==> config.mk <==
export PLATFORM = sky130hd
export DESIGN_NAME = if_fetch_flat
export DESIGN_NICKNAME = d
export VERILOG_FILES = /design/src/rtl/if_fetch_if.sv /design/src/rtl/if_fetch.sv /design/src/flat_wrapper.sv
export SDC_FILE = /design/constraint.sdc
export NUM_CORES = 1
export LEC_CHECK = 0
export BUFFER_PORTS_ARGS = -buffer_cell sky130_fd_sc_hd__buf_2
export CAP_MARGIN = 10
export CORE_ASPECT_RATIO = 1.75
export CORE_MARGIN = 5
export CORE_UTILIZATION = 58
export CTS_BUF_LIST = sky130_fd_sc_hd__clkbuf_8
export DETAILED_ROUTE_END_ITERATION = 10
export GPL_TIMING_DRIVEN = 0
export PLACE_DENSITY = 0.91
export SKIP_LAST_GASP = 1
export SLEW_MARGIN = 20
export SYNTH_ARGS = -nofsm -noshare
export SYNTH_HDL_FRONTEND = slang
export SYNTH_SLANG_ARGS = --single-unit
==> constraint.sdc <==
create_clock -name clk -period 3 [get_ports clk]
set_input_delay 0.6 -clock clk [delete_from_list [all_inputs] [get_ports clk]]
set_output_delay 0.6 -clock clk [all_outputs]
set_load 0.1 [all_outputs]
==> src/rtl/if_fetch_if.sv <==
// if_fetch_if: instruction-memory request/grant/response bus plus the
// valid/ready decode output of the fetch unit.
//   master : fetch side (drives imem_req/imem_addr, out_valid/out_pc/out_instr)
//   slave  : memory + decode side (drives imem_gnt/imem_rvalid/imem_rdata, out_ready)
interface if_fetch_if;
  logic        imem_req;
  logic [31:0] imem_addr;
  logic        imem_gnt;
  logic        imem_rvalid;
  logic [31:0] imem_rdata;
  logic        out_valid;
  logic        out_ready;
  logic [31:0] out_pc;
  logic [31:0] out_instr;

  modport master (
    output imem_req, imem_addr, out_valid, out_pc, out_instr,
    input  imem_gnt, imem_rvalid, imem_rdata, out_ready
  );

  modport slave (
    input  imem_req, imem_addr, out_valid, out_pc, out_instr,
    output imem_gnt, imem_rvalid, imem_rdata, out_ready
  );
endinterface

==> src/rtl/if_fetch.sv <==
// if_fetch: RV32 instruction-fetch sequencer.
// Issues fetch requests at pc, pairs in-order memory responses with their
// addresses via a 2-entry address queue and hands {pc, instr} to decode
// through a 2-entry valid/ready buffer. Redirects restart fetch and mark
// every in-flight response stale.
// Ports:
//   clk, rst_n           : clock (rising edge), async active-low reset
//   redirect/redirect_pc : one-cycle restart request and target (bits [1:0] forced to 0)
//   pc                   : current fetch pointer
//   bus (master)         : imem request/grant/response + decode output
module if_fetch #(
  parameter logic [31:0] RESET_PC     = 32'h0000_0000,
  parameter int          MAX_INFLIGHT = 2
) (
  input  logic        clk,
  input  logic        rst_n,
  input  logic        redirect,
  input  logic [31:0] redirect_pc,
  output logic [31:0] pc,
  if_fetch_if.master  bus
);
  typedef struct packed {
    logic [31:0] pc;
    logic [31:0] instr;
  } fent_t;

  logic        run;          // low for the reset cycle so no request appears during reset
  logic [1:0]  n_out;        // outstanding requests (stale ones included)
  logic [1:0]  n_disc;       // outstanding responses still to be dropped
  logic [1:0]  n_buf;        // decode buffer occupancy
  logic [31:0] aq [2];
  logic        aq_wr, aq_rd;
  fent_t       fb [2];
  logic        fb_wr, fb_rd;

  logic        gnt, rsp, drop, push, pop;
  logic [1:0]  n_out_nx;

  // Credit: in-flight + buffered never exceeds MAX_INFLIGHT, so neither
  // queue can overflow.
  assign bus.imem_req  = run & (({1'b0, n_out} + {1'b0, n_buf}) < 3'(MAX_INFLIGHT));
  assign bus.imem_addr = pc;
  assign bus.out_valid = (n_buf != 2'd0);
  assign bus.out_pc    = fb[fb_rd].pc;
  assign bus.out_instr = fb[fb_rd].instr;

  assign gnt  = bus.imem_req & bus.imem_gnt;
  assign rsp  = bus.imem_rvalid & (n_out != 2'd0);   // stray rvalid ignored
  assign drop = rsp & (n_disc != 2'd0);
  assign push = rsp & ~drop & ~redirect;
  assign pop  = bus.out_valid & bus.out_ready & ~redirect;

  assign n_out_nx = n_out + {1'b0, gnt} - {1'b0, rsp};

  always_ff @(posedge clk or negedge rst_n) begin
    if (!rst_n) begin
      run    <= 1'b0;
      pc     <= RESET_PC;
      n_out  <= 2'd0;
      n_disc <= 2'd0;
      n_buf  <= 2'd0;
      aq[0]  <= '0;
      aq[1]  <= '0;
      aq_wr  <= 1'b0;
      aq_rd  <= 1'b0;
      fb[0]  <= '0;
      fb[1]  <= '0;
      fb_wr  <= 1'b0;
      fb_rd  <= 1'b0;
    end else begin
      run <= 1'b1;

      if (redirect)  pc <= {redirect_pc[31:2], 2'b00};
      else if (gnt)  pc <= pc + 32'd4;

      if (gnt) begin
        aq[aq_wr] <= pc;
        aq_wr     <= ~aq_wr;
      end
      if (rsp) aq_rd <= ~aq_rd;
      n_out <= n_out_nx;

      // Earlier stale responses are already part of n_out, so on a redirect
      // everything still in flight afterwards (incl. a same-cycle grant,
      // which used the old pc) is stale.
      if (redirect)  n_disc <= n_out_nx;
      else if (drop) n_disc <= n_disc - 2'd1;

      if (redirect) begin
        n_buf <= 2'd0;
        fb_wr <= 1'b0;
        fb_rd <= 1'b0;
      end else begin
        if (push) begin
          fb[fb_wr] <= '{pc: aq[aq_rd], instr: bus.imem_rdata};
          fb_wr     <= ~fb_wr;
        end
        if (pop) fb_rd <= ~fb_rd;
        n_buf <= n_buf + {1'b0, push} - {1'b0, pop};
      end
    end
  end
endmodule

==> src/flat_wrapper.sv <==
// flat-port wrapper written by rule: the top's interface ports become plain ports
module if_fetch_flat 
#(
  parameter logic [31:0] RESET_PC     = 32'h0000_0000,
  parameter int          MAX_INFLIGHT = 2
)
  (clk, rst_n, redirect, redirect_pc, pc, bus_imem_req, bus_imem_addr, bus_out_valid, bus_out_pc, bus_out_instr, bus_imem_gnt, bus_imem_rvalid, bus_imem_rdata, bus_out_ready);
  if_fetch_if bus_i ();
  input  logic clk;
  input  logic rst_n;
  input  logic redirect;
  input  logic [31:0] redirect_pc;
  output logic [31:0] pc;
  output wire logic [$bits(bus_i.imem_req)-1:0] bus_imem_req;
  output wire logic [$bits(bus_i.imem_addr)-1:0] bus_imem_addr;
  output wire logic [$bits(bus_i.out_valid)-1:0] bus_out_valid;
  output wire logic [$bits(bus_i.out_pc)-1:0] bus_out_pc;
  output wire logic [$bits(bus_i.out_instr)-1:0] bus_out_instr;
  input wire logic [$bits(bus_i.imem_gnt)-1:0] bus_imem_gnt;
  input wire logic [$bits(bus_i.imem_rvalid)-1:0] bus_imem_rvalid;
  input wire logic [$bits(bus_i.imem_rdata)-1:0] bus_imem_rdata;
  input wire logic [$bits(bus_i.out_ready)-1:0] bus_out_ready;
  assign bus_imem_req = bus_i.imem_req;
  assign bus_imem_addr = bus_i.imem_addr;
  assign bus_out_valid = bus_i.out_valid;
  assign bus_out_pc = bus_i.out_pc;
  assign bus_out_instr = bus_i.out_instr;
  assign bus_i.imem_gnt = bus_imem_gnt;
  assign bus_i.imem_rvalid = bus_imem_rvalid;
  assign bus_i.imem_rdata = bus_imem_rdata;
  assign bus_i.out_ready = bus_out_ready;
  if_fetch #(.RESET_PC(RESET_PC), .MAX_INFLIGHT(MAX_INFLIGHT)) u_core (.clk(clk), .rst_n(rst_n), .redirect(redirect), .redirect_pc(redirect_pc), .pc(pc), .bus(bus_i));
endmodule
==> results.py <==
metrics = {
    "run_status": {
        "status": "completed",
    },
    "worst_setup_path": {
        "cp_max_fo": 10,
        "crit_chain": "buf_2 > mux2_2 > buf_2",
        "cp_top_family": "buffers and inverters",
        "cp.arrival_ns": 2.23,
        "cp-end-kind": "output port",
        "critPathKind": "reg -> out",
        "crit_required_ns": 2.40,
        "cp_slowest_cell": "dfrtp_1",
        "cpMostUsedCell": "buf_2",
        "critPathBufInv": 2,
        "startpoint_type": "flop",
        "crit_path_max_incr_delay_ns": 0.62,
    },
    "logic_synthesis": {
        "synth-seq-area-share": 0.535,
        "yosysTopAreaCell": "dfrtp_1",
        "syn_area_um2": 10500,
        "synth_cells": 804,
        "synth.top_cell.area_share": 0.535,
        "synth_cell_types": 40,
        "ys_async_sr_fraction": 1.00,
        "synth-edff-count": 0,
        "syn_area_per_cell_um2": 13.1,
        "ys.warnings.count": 0,
        "synth_seq_cells": 225,
        "synth_most_common_cell": "mux2_2",
        "synth.top_cells.by_count": "mux2_2, dfrtp_1, buf_4",
        "synth_ff_type": "dfrtp_1",
        "yosys-top-cells-area": "dfrtp_1, mux2_2, buf_4",
    },
    "clock_network": {
        "clockBufferDepth": 3,
        "ctsHtreeMaxLevel": 2,
        "cts.sinks": 225,
        "cts_buffers": 34,
        "ctsRootBufferMaster": "clkbuf_8",
        "tritoncts": "built",
        "cts.clk_slew.worst_paths_ns": 0.06,
        "clkLatencyLatePin_ns": 0.52,
    },
    "floorplan": {
        "fp.dieArea_um2": 21000,
        "die_w_um": 112,
        "coreArea_um2": 18000,
        "core.rowCount": 65,
        "ios": 200,
        "fp.dieH_um": 188,
        "start_util": 0.586,
    },
    "route": {
        "vias_per_cell": 5.71,
        "wl_per_cell_um": 19.7,
        "drt_iter0_drc": 487,
        "drt_wl_total_um": 25500,
        "dr.pass1.iters": 5,
        "route.detailed.drc": 0,
        "num_vias": 7379,
        "detail-route-antenna-nets": 0,
    },
    "final_layout": {
        "layout-drive-gt1-share": 0.544,
        "fin_area_um2": 12600,
        "diodes": 0,
        "syn2layout_area_growth_pct": 19.5,
        "nets": 1113,
    },
    "timing": {
        "fin_crit_sh": 0.945,
        "hold_viol_final": 0,
        "fin_crit_ns": 2.83,
        "fmaxAchievable_mhz": 353,
        "worst_slew_pin_slew_ns": 0.820,
        "fin_worst_skew_ns": 0.0277,
        "setup_viol": 0,
        "finalMaxSlewViolations": 0,
        "rsz0062_at_grt": "no",
        "relSlewSlack": 0.449,
    },
    "global_routing": {
        "grt_max_degree": 88,
        "antenna_found_initial": 0,
        "grt_overflow": 0,
        "grt_pass1_vias": 7961,
        "grt_most_used_layer": "met2",
        "grtUsageMet3": 0.0389,
        "use_met2": 0.443,
        "grt_pass1_wl_um": 41500,
        "grt.total_usage": 0.244,
        "grt.met1_usage": 0.285,
    },
    "worst_hold_path": {
        "hold_path.class": "in -> async",
    },
    "placed_design": {
        "hpwl_um": 18200,
        "postPlaceCellArea_um2": 11900,
        "globalplace.congestion": 0.865,
        "place.port_buffers": 190,
    },
    "flow_run": {
        "cap_violations": 0,
    },
}
## repair_timing
| action | in CTS | in global routing |
|---|---|---|
| hold buffers | 0 | 0 |
| resized for setup | 11 | 2 |
| setup endpoints to repair | 80 | 25 |
| setup buffers | 0 | 0 |
| pin swaps | 0 | 0 |
## layer usage
metal / wire [um] / vias to the layer above
met4: 841 / 0
met5: 0 / -
met3: 1630 / 67
met1: 9360 / 3710
met2: 13700 / 291
li1: - / 3311
## worst paths after layout
kind | to | startpoint | depth (start not counted) | slack [ns]
hold reg to reg | u_core.aq[20] | u_core.aq[20] | 2 | 0.48
max in group asynchronous | u_core.fb[29] | rst_n | 2 | 2.13
min in group clk | u_core.bus.imem_addr[16] | redirect_pc[16] | 3 | 0.31
hold / removal | u_core.fb[62] | rst_n | 1 | 0.04
setup reg to reg | u_core.aq[19] | u_core.n_out[0] | 9 | 0.22
setup / recovery | bus_out_pc[2] | u_core.fb_rd | 3 | 0.17
## flip-flops by register name, indices dropped and copies added (netlist names)
name and cells:
u_core.fb_wr 1, u_core.bus.imem_addr 30, u_core.fb_rd 1, u_core.n_buf 2, u_core.aq_wr 1, u_core.aq_rd 1
u_core.n_disc 2, u_core.n_out 2, u_core.run 1, u_core.aq 60, u_core.fb 124
## through the flow
stage	hold slack [ns]	setup slack [ns]	utilization	std cells	setup TNS, ns
floorplan	0.304	0.230	-	809	0
global placement	0.457	-2.42	0.656	1233	-542.34
detailed placement	0.465	-0.178	0.660	1235	-2.57
CTS	0.0594	0.0301	0.699	1293	0
global route	0.0915	0.0573	0.700	1293	0
finish	0.0360	0.166	0.700	1293	0
## kinds of logic (layout without fill, tap and decap cells)
family | after synthesis | after routing | share of synthesized area
other | 2 | 7 | 0.000713
adder cells (fa/ha/maj) | 7 | 7 | 0.00903
AO/OA/AOI/OAI | 53 | 53 | 0.0325
XOR/XNOR | 17 | 17 | 0.0141
flip-flops | 225 | 225 | 0.535
multiplexers | 274 | 274 | 0.293
buffers and inverters | 95 | 345 | 0.0493
AND/OR/NAND/NOR | 131 | 131 | 0.0666
## area by class of cell
cell class | instances | area (um^2)
fillers | 1246 | 5400
clock buffers | 43 | 592
clock inverters | 16 | 100
well taps | 234 | 293
flip-flops and latches | 225 | 5630
inverters | 15 | 56.3
multi-input cells | 489 | 4410
plain buffers | 79 | 474
repair buffers | 192 | 1020
## placed cells by master, fill, tap and decap left out, types with 10 or more instances in the layout
master    instances
mux2_2          272
nor2_1           24
dfrtp_1         225
buf_2           205
clkbuf_8         43
nand2_1          33
nand4_1          13
or4_1            18
clkbuf_1         18
o31ai_1          12
nand3_1          17
o21ai_0          19
inv_1            26
buf_4            36
xnor2_1          10
a31oi_1          13
Power is left out: the tool's default activity adds up to more than one toggle a clock period on the data nets, which glitch-free logic cannot reach.
